### config.mk
export PLATFORM = sky130hd
export DESIGN_NAME = uart_veri_receiver_core
export DESIGN_NICKNAME = d
export VERILOG_FILES = /design/src/rtl/uart_veri_receiver_core.sv
export SDC_FILE = /design/constraint.sdc
export NUM_CORES = 1
export LEC_CHECK = 0
export ABC_AREA = 1
export CELL_PAD_IN_SITES_DETAIL_PLACEMENT = 1
export CELL_PAD_IN_SITES_GLOBAL_PLACEMENT = 1
export CORE_MARGIN = 2
export CORE_UTILIZATION = 44
export CTS_BUF_LIST = sky130_fd_sc_hd__clkbuf_16
export CTS_CLUSTER_DIAMETER = 120
export CTS_CLUSTER_SIZE = 8
export DETAILED_ROUTE_END_ITERATION = 10
export DONT_BUFFER_PORTS = 1
export PLACE_DENSITY_LB_ADDON = 0.1
export SLEW_MARGIN = 40
export SYNTH_ARGS = -nofsm -noshare
export SYNTH_HDL_FRONTEND = slang
export SYNTH_SLANG_ARGS = --single-unit
### constraint.sdc
create_clock -name clk -period 1.82 [get_ports clk]
set_clock_uncertainty 0.15 [all_clocks]
set_input_delay 0.182 -clock clk [delete_from_list [all_inputs] [get_ports clk]]
set_output_delay 0.182 -clock clk [all_outputs]
set_load 0.01 [all_outputs]
### src/rtl/uart_veri_receiver_core.sv
// 8N1 UART receiver: 2-flop synchronised rx_in, mid-bit sampling, one-entry valid/ack byte buffer, sticky framing/overrun flags.
// Optional even-parity bit and parity_err output under UART_VERI_RX_PARITY_EN; rx_valid rises 2+CLKS_PER_BIT/2+9*CLKS_PER_BIT edges after the start edge.
module uart_veri_receiver_core #(
    parameter int CLKS_PER_BIT = 16,
    parameter int CNT_W        = $clog2(CLKS_PER_BIT) + 1
) (
    input  logic       clk,
    input  logic       rst,
    input  logic       rx_in,
    input  logic       rx_ack,
    input  logic       err_clr,
    output logic [7:0] rx_data,
    output logic       rx_valid,
    output logic       frame_err,
    output logic       overrun_err,
    output logic       busy
`ifdef UART_VERI_RX_PARITY_EN
    ,
    output logic       parity_err
`endif
);

    localparam logic [CNT_W-1:0] HALF_M1 = CNT_W'(CLKS_PER_BIT / 2 - 1);
    localparam logic [CNT_W-1:0] FULL_M1 = CNT_W'(CLKS_PER_BIT - 1);

    typedef enum logic [2:0] {
        IDLE,
        START,
        DATA,
`ifdef UART_VERI_RX_PARITY_EN
        PARITY,
`endif
        STOP,
        WAIT_IDLE
    } state_t;

    state_t           state;
    state_t           state_nxt;
    logic             sync1;
    logic             rx_s;
    logic [CNT_W-1:0] cnt;
    logic [2:0]       idx;
    logic [7:0]       shreg;
    logic             cnt_clr;
    logic             shift_en;
    logic             stop_smp;
    logic             deliver;
`ifdef UART_VERI_RX_PARITY_EN
    logic             par_smp;
`endif

    always_comb begin
        state_nxt = state;
        cnt_clr   = 1'b0;
        shift_en  = 1'b0;
        stop_smp  = 1'b0;
`ifdef UART_VERI_RX_PARITY_EN
        par_smp   = 1'b0;
`endif
        case (state)
            IDLE: begin
                cnt_clr = 1'b1;
                if (!rx_s) state_nxt = START;
            end
            START: begin
                if (cnt == HALF_M1) begin
                    cnt_clr   = 1'b1;
                    state_nxt = rx_s ? IDLE : DATA;
                end
            end
            DATA: begin
                if (cnt == FULL_M1) begin
                    cnt_clr  = 1'b1;
                    shift_en = 1'b1;
`ifdef UART_VERI_RX_PARITY_EN
                    if (idx == 3'd7) state_nxt = PARITY;
`else
                    if (idx == 3'd7) state_nxt = STOP;
`endif
                end
            end
`ifdef UART_VERI_RX_PARITY_EN
            PARITY: begin
                if (cnt == FULL_M1) begin
                    cnt_clr   = 1'b1;
                    par_smp   = 1'b1;
                    state_nxt = STOP;
                end
            end
`endif
            STOP: begin
                if (cnt == FULL_M1) begin
                    cnt_clr   = 1'b1;
                    stop_smp  = 1'b1;
                    state_nxt = rx_s ? IDLE : WAIT_IDLE;
                end
            end
            WAIT_IDLE: begin
                // Line held low (break): wait for it to return high before re-arming.
                cnt_clr = 1'b1;
                if (rx_s) state_nxt = IDLE;
            end
            default: state_nxt = IDLE;
        endcase
    end

    assign deliver = stop_smp && rx_s;

    always_ff @(posedge clk) begin
        if (rst) begin
            sync1       <= 1'b1;
            rx_s        <= 1'b1;
            state       <= IDLE;
            busy        <= 1'b0;
            cnt         <= '0;
            idx         <= 3'd0;
            shreg       <= 8'h00;
            rx_data     <= 8'h00;
            rx_valid    <= 1'b0;
            frame_err   <= 1'b0;
            overrun_err <= 1'b0;
`ifdef UART_VERI_RX_PARITY_EN
            parity_err  <= 1'b0;
`endif
        end else begin
            sync1 <= rx_in;
            rx_s  <= sync1;
            state <= state_nxt;
            busy  <= (state_nxt != IDLE);
            cnt   <= cnt_clr ? '0 : cnt + CNT_W'(1);
            if (state != DATA) idx <= 3'd0;
            else if (shift_en) idx <= idx + 3'd1;
            // LSB arrives first, so shifting in at the MSB leaves it in bit 0.
            if (shift_en) shreg <= {rx_s, shreg[7:1]};

            if (deliver && (!rx_valid || rx_ack)) begin
                rx_data  <= shreg;
                rx_valid <= 1'b1;
            end else if (rx_ack) begin
                rx_valid <= 1'b0;
            end

            frame_err   <= (frame_err && !err_clr) || (stop_smp && !rx_s);
            overrun_err <= (overrun_err && !err_clr) || (deliver && rx_valid && !rx_ack);
`ifdef UART_VERI_RX_PARITY_EN
            parity_err  <= (parity_err && !err_clr) || (par_smp && (^shreg ^ rx_s));
`endif
        end
    end

endmodule

==> results of run 1 <==
## cell families after synthesis
group | count (synthesis) | synth area share [%]
buffers and inverters | 19 | 6.19
and+or+nand+nor | 85 | 28.7
xor gates and xnor gates | 3 | 1.94
adders and majority gates | 5 | 4.62
DFF | 33 | 48.8
AOI/OAI and AO/OA | 26 | 9.79
## stage by stage
step,cell area (µm²),hold WS (ns)
after global placement,1410,0.104
final,1660,0.0320
after floorplan,1360,0.136
after CTS,1610,0.0401
after detailed placement,1410,0.105
after global routing,1660,0.0591
## worst reg2reg max path: cells and delay by family, from the launching register on
family          cells  cell delay, ns
compound gates      1            0.17
fa+ha+maj           2            0.34
buf+inv             2            0.20
flops               1            0.35
simple gates        4            0.47
## cell type report
class                           count  share of cell area (%)
Timing Repair Buffer               12                    6.48
Inverter                           14                    3.16
Sequential cell                    33                    40.1
Clock inverter                      2                   0.452
Clock buffer                        5                    7.53
Multi-Input combinational cell    120                    39.8
Tap cell                           33                    2.48
## what timing repair did
| item | 4_1_cts | 5_1_grt |
|---|---|---|
| buffers inserted | 0 | 1 |
| cloned | 0 | 2 |
| hold buffers | 4 | 0 |
| hold endpoints to repair | 18 | 0 |
| setup endpoints to repair | 18 | 20 |
| pin swaps | 0 | 14 |
| gates resized for setup | 7 | 12 |
## sequential cells by signal (all words and copies together), names as in the netlist
name	count
busy	1
cnt	5
frame_err	1
idx	3
overrun_err	1
rx_data	8
rx_s	1
rx_valid	1
shreg	8
state	3
sync1	1
## Yosys cell counts
cell,number,area share [%]
o21ai_0,5,1.8
nand3_2,1,0.74
nand2_1,24,6.6
ha_1,5,4.6
inv_2,2,0.55
buf_2,1,0.37
xnor2_1,2,1.3
nand2_2,1,0.46
nand3_1,6,2.2
o21ai_1,7,2.6
a22oi_1,1,0.55
inv_1,12,3.3
nor2_1,35,9.7
nand3b_1,1,0.55
buf_4,1,0.55
nand4_1,10,4.6
xor2_1,1,0.65
a21oi_1,13,4.8
nor2_2,1,0.46
clkbuf_1,2,0.55
dfxtp_1,33,49
or2_2,2,0.92
nor3_1,2,0.74
nor2_4,2,1.7
buf_6,1,0.83
## power by group
part | total [µW] | internal, µW | switching, µW
sequential | 734 | 728 | 5.20
clock | 757 | 487 | 270
combinational | 37.1 | 13.5 | 23.6
## metal layers
metal | GRT usage [%] | part of all wire (%) | vias to the layer above
met5 | 0 | 0 | -
met4 | 6.67 | 1.6 | 0
met3 | 6.99 | 3.6 | 6
met2 | 37.8 | 55 | 16
met1 | 20.8 | 39 | 579
li1 | - | - | 596
## worst max-delay path by stage
stage                 startpoint                       to  slack [ns]  depth (start not counted)
2_1_floorplan  cnt[0]$_SDFF_PP0_          busy$_SDFF_PP0_        0.14                          9
3_3_place_gp   cnt[0]$_SDFF_PP0_  rx_data[5]$_SDFFE_PP0P_        0.13                          9
3_5_place_dp   cnt[0]$_SDFF_PP0_          busy$_SDFF_PP0_       -0.03                          9
4_1_cts        cnt[1]$_SDFF_PP0_  rx_data[0]$_SDFFE_PP0P_        0.01                          9
5_1_grt        cnt[1]$_SDFF_PP0_  rx_data[6]$_SDFFE_PP0P_       -0.07                          9
6_report       cnt[1]$_SDFF_PP0_  rx_data[6]$_SDFFE_PP0P_        0.05                          9
==> results.json, run 1 <==
{
  "dr.pass1.iters": 4,
  "instances_no_fill": 219,
  "max_freq_mhz": 566,
  "synth_cell_types": 25,
  "drc_errors": 0,
  "vdd_ir_drop_max_uv": 417,
  "via_count": 1197,
  "grt_pass1_wl_mm": 5.26,
  "row_count": 20,
  "cts_root_buffer": "clkbuf_16",
  "fin_nets": 196,
  "reg2regPathDepth": 9,
  "ant_nets": 0,
  "grt_pass1_vias": 1173,
  "crit_top_cell": "nor2_4",
  "path_cells": "ha_4, nand2_2, nor2_4, ha_2, inv_2, nor2_4, buf_6, nand4_1, a21oi_1",
  "insertion_delay_ns": 0.27,
  "max_cap_violations": 0,
  "synth-seq-cells": 33,
  "hpwl_mm": 2.14,
  "core-area_um2": 2980,
  "end_kind": "flop",
  "wire_per_inst_um": 15.2,
  "synth-seq-area-share_pct": 48.8,
  "crit_slowest_cell": "dfxtp_2",
  "layout-drive-gt1-share_pct": 17.2,
  "antenna_found_initial": 0,
  "cts.path.max_buffers": 2,
  "grt_use_total_pct": 20.3,
  "initial_utilization_pct": 45.5,
  "pin_count": 17,
  "final_cell_mix": "34 x nor2_1, 31 x dfxtp_1, 23 x nand2_1",
  "clkSinkCount": 33,
  "cts_tree": "yes",
  "place_congestion": 0.775,
  "grt.overflow.total": 0,
  "pre_cts_slack_ns": -0.0253,
  "reg2reg_from": "cnt[1]$_SDFF_PP0_",
  "p_per_area_nw_per_um2": 920,
  "rr_endpoint": "rx_data[6]$_SDFFE_PP0P_",
  "die_h_um": 59.5,
  "slew_violations": 0,
  "final_common_cell": "nor2_1",
  "dieWidth_um": 59.5,
  "relSlewSlack_pct": 56.2,
  "final.min_clock_period_ns": 1.77,
  "syn_area_per_cell_um2": 7.92,
  "post-route-period-util_pct": 97.0,
  "worst_pin_slew_ns": 0.655,
  "hp-start": "rst",
  "syn_area_um2": 1360,
  "finish.utilization_pct": 55.8,
  "num_antenna_cells": 0,
  "drtIter0Drc": 33,
  "cts_buffers": 5,
  "cts.clk_slew.worst_paths_ns": 0.05,
  "viasPerCell": 5.47,
  "max_stage_delay_ns": 0.35,
  "worstPathMaxFanout": 5,
  "critPathKind": "flop to flop",
  "syn_inst": 171,
  "multi_input_comb_area_um2": 662,
  "p_leak_uw": 0.000660,
  "portBuffers": 0,
  "worst-path-buf-inv": 2,
  "startpoint_type": "flop",
  "grt_max_degree": 18,
  "worstPathRequired_ns": 1.86,
  "yosysWarnings": 0,
  "drt_wl_total_mm": 3.33,
  "reg2reg_setup_slack_ns": 0.05,
  "rsz0062_at_grt": "yes",
  "crit_family": "simple AND/OR/NAND/NOR gates",
  "setup_slack_ns": 0.0540,
  "hold_depth": 3,
  "min_to": "cnt[1]$_SDFF_PP0_",
  "finalSetupViolCount": 0,
  "fill_cells": 349,
  "crit_arrival_ns": 1.81,
  "syn_to_final_growth_pct": 22.6,
  "min_path_type": "input port to flop",
  "final-seq-area_um2": 666,
  "p_total_uw": 1530,
  "place_inst": 205,
  "final_hold_viol_count": 0,
  "status": "completed",
  "setup_tns_ns": 0,
  "syn_nets": 181,
  "fp.dieArea_um2": 3540,
  "htree_levels": 2
}
Note: power is estimated with default switching activity, not from simulation.
==> run 2: changes to the inputs <==
CORE_UTILIZATION = 47   (was 44)
CTS_BUF_LIST = sky130_fd_sc_hd__clkbuf_4   (was sky130_fd_sc_hd__clkbuf_16)
==> results.json, run 2 (same netlist as run 1, synthesis figures left out) <==
{
  "reg_top3": "rx_data x8, shreg x8, cnt x5",
  "crit_slowest_cell": "dfxtp_2",
  "max_cap_violations": 0,
  "fill_cells": 340,
  "num_antenna_cells": 0,
  "final_hold_viol_count": 0,
  "final.min_clock_period_ns": 1.76,
  "crit_arrival_ns": 1.87,
  "busiest_layer": "met2",
  "cts_tree": "yes",
  "path_cells": "ha_4, nand2_2, nor2_4, ha_2, inv_2, nor2_4, buf_6, nand4_1, a21oi_1",
  "grt.overflow.total": 0,
  "vdd_ir_drop_max_uv": 620,
  "pre_cts_slack_ns": -0.0188,
  "antenna_found_initial": 0,
  "grt_use_met2_pct": 38.1,
  "layout-drive-gt1-share_pct": 18.3,
  "wire_per_inst_um": 15.1,
  "clkSinkCount": 33,
  "die_h_um": 57.7,
  "multi_input_comb_area_um2": 662,
  "max_freq_mhz": 570,
  "p_total_uw": 1130,
  "core-area_um2": 2760,
  "final_common_cell": "nor2_1",
  "min_path_type": "input port to flop",
  "pin_count": 17,
  "viasPerCell": 5.43,
  "place_area_um2": 1410,
  "place_congestion": 0.761,
  "cts.clk_slew.worst_paths_ns": 0.09,
  "p_per_area_nw_per_um2": 716,
  "cts.path.max_buffers": 2,
  "drc_errors": 0,
  "dieWidth_um": 57.7,
  "cts_root_buffer": "clkbuf_4",
  "ant_nets": 0,
  "cts_buffers": 5,
  "syn_to_final_growth_pct": 16.2,
  "grt_max_degree": 19,
  "dr.pass1.iters": 4,
  "grt_pass1_vias": 1210,
  "slew_violations": 0,
  "max_stage_delay_ns": 0.36,
  "use_met3_pct": 6.47,
  "drt_wl_total_mm": 3.27,
  "relSlewSlack_pct": 55.0,
  "insertion_delay_ns": 0.33,
  "finalSetupViolCount": 0,
  "end_kind": "flop",
  "htree_levels": 2,
  "hpwl_mm": 2.23,
  "worstPathRequired_ns": 1.93,
  "row_count": 19,
  "post-route-period-util_pct": 96.5,
  "crit_top_cell": "nor2_4",
  "fin_nets": 197,
  "via_count": 1179,
  "initial_utilization_pct": 49.1,
  "fp.dieArea_um2": 3330,
  "final_cell_area_um2": 1570,
  "setup_slack_ns": 0.0641,
  "grtUsageMet1_pct": 24.3,
  "critPathKind": "flop to flop",
  "grt_use_total_pct": 21.9,
  "p_leak_uw": 0.000624,
  "startpoint_type": "flop",
  "worstPathMaxFanout": 8,
  "worst_pin_slew_ns": 0.672,
  "grt_pass1_wl_mm": 5.42,
  "status": "completed",
  "final_cell_mix": "34 x nor2_1, 31 x dfxtp_1, 23 x nand2_1",
  "final-seq-area_um2": 663,
  "drtIter0Drc": 29,
  "portBuffers": 0
}
## run 2: cell types whose count changed in the layout (fill, tap and decap cells not counted)
| cell | previous run | this run |
|---|---|---|
| clkbuf_16 | 5 | 0 |
| clkbuf_4 | 0 | 5 |
| buf_4 | 6 | 7 |
| clkinv_1 | 1 | 0 |
| clkinv_2 | 0 | 1 |
| dfxtp_2 | 1 | 2 |
| dfxtp_4 | 1 | 0 |
| inv_1 | 11 | 10 |
| o21ai_0 | 3 | 4 |
| o21ai_1 | 9 | 8 |
## run 2: final timing paths
check	end	slack, ns	cells after the start	startpoint
min reg2reg	rx_s$_SDFF_PP1_	0.28	1	sync1$_SDFF_PP1_
min	shreg[0]$_SDFFE_PP0P_	0.02	3	rst
max	rx_data[0]$_SDFFE_PP0P_	0.06	9	cnt[0]$_SDFF_PP0_
max reg2reg	rx_data[0]$_SDFFE_PP0P_	0.06	9	cnt[0]$_SDFF_PP0_
## run 2: per-stage QoR
step           cells  hold slack (ns)  TNS (ns)  utilization (%)
2_1_floorplan    171            0.136         0                -
3_3_place_gp     203            0.104         0             51.0
3_5_place_dp     203            0.105   -0.0867             51.0
4_1_cts          213          0.00297         0             54.6
5_1_grt          217           0.0515   -0.0290             57.1
6_report         217           0.0185         0             57.1
## run 2: final cells by class
| class | instances | area share (%) |
|---|---|---|
| repair buffers | 13 | 7.31 |
| well taps | 31 | 2.46 |
| clock buffers | 5 | 2.38 |
| inverters | 14 | 3.34 |
| multi-input cells | 120 | 42.1 |
| clock inverters | 1 | 0.318 |
| flip-flops and latches | 33 | 42.1 |
## run 2: layer usage
metal	vias up	wire length (µm)
met2	22	1680
li1	590	-
met3	8	114
met5	-	0
met1	559	1370
met4	0	110
## run 2: repair_timing
item	in CTS	in global routing
setup endpoints to repair	14	23
buffers inserted	0	3
hold buffers	4	0
cloned	0	1
gates resized for setup	3	13
hold endpoints to repair	23	0
pin swaps	0	7
## run 2: worst max-delay path, delay by kind of cell, from the launching register on
kind	cells	cell delay (ns)
flip-flops	1	0.36
buffers and inverters	2	0.21
adder cells (fa/ha/maj)	2	0.33
AO/OA/AOI/OAI	1	0.16
AND/OR/NAND/NOR	4	0.47
## run 2: where the power goes
group | switching, µW | internal (µW)
clock network | 222 | 134
logic | 24.7 | 14.3
registers | 5.19 | 727
total | 252 | 875
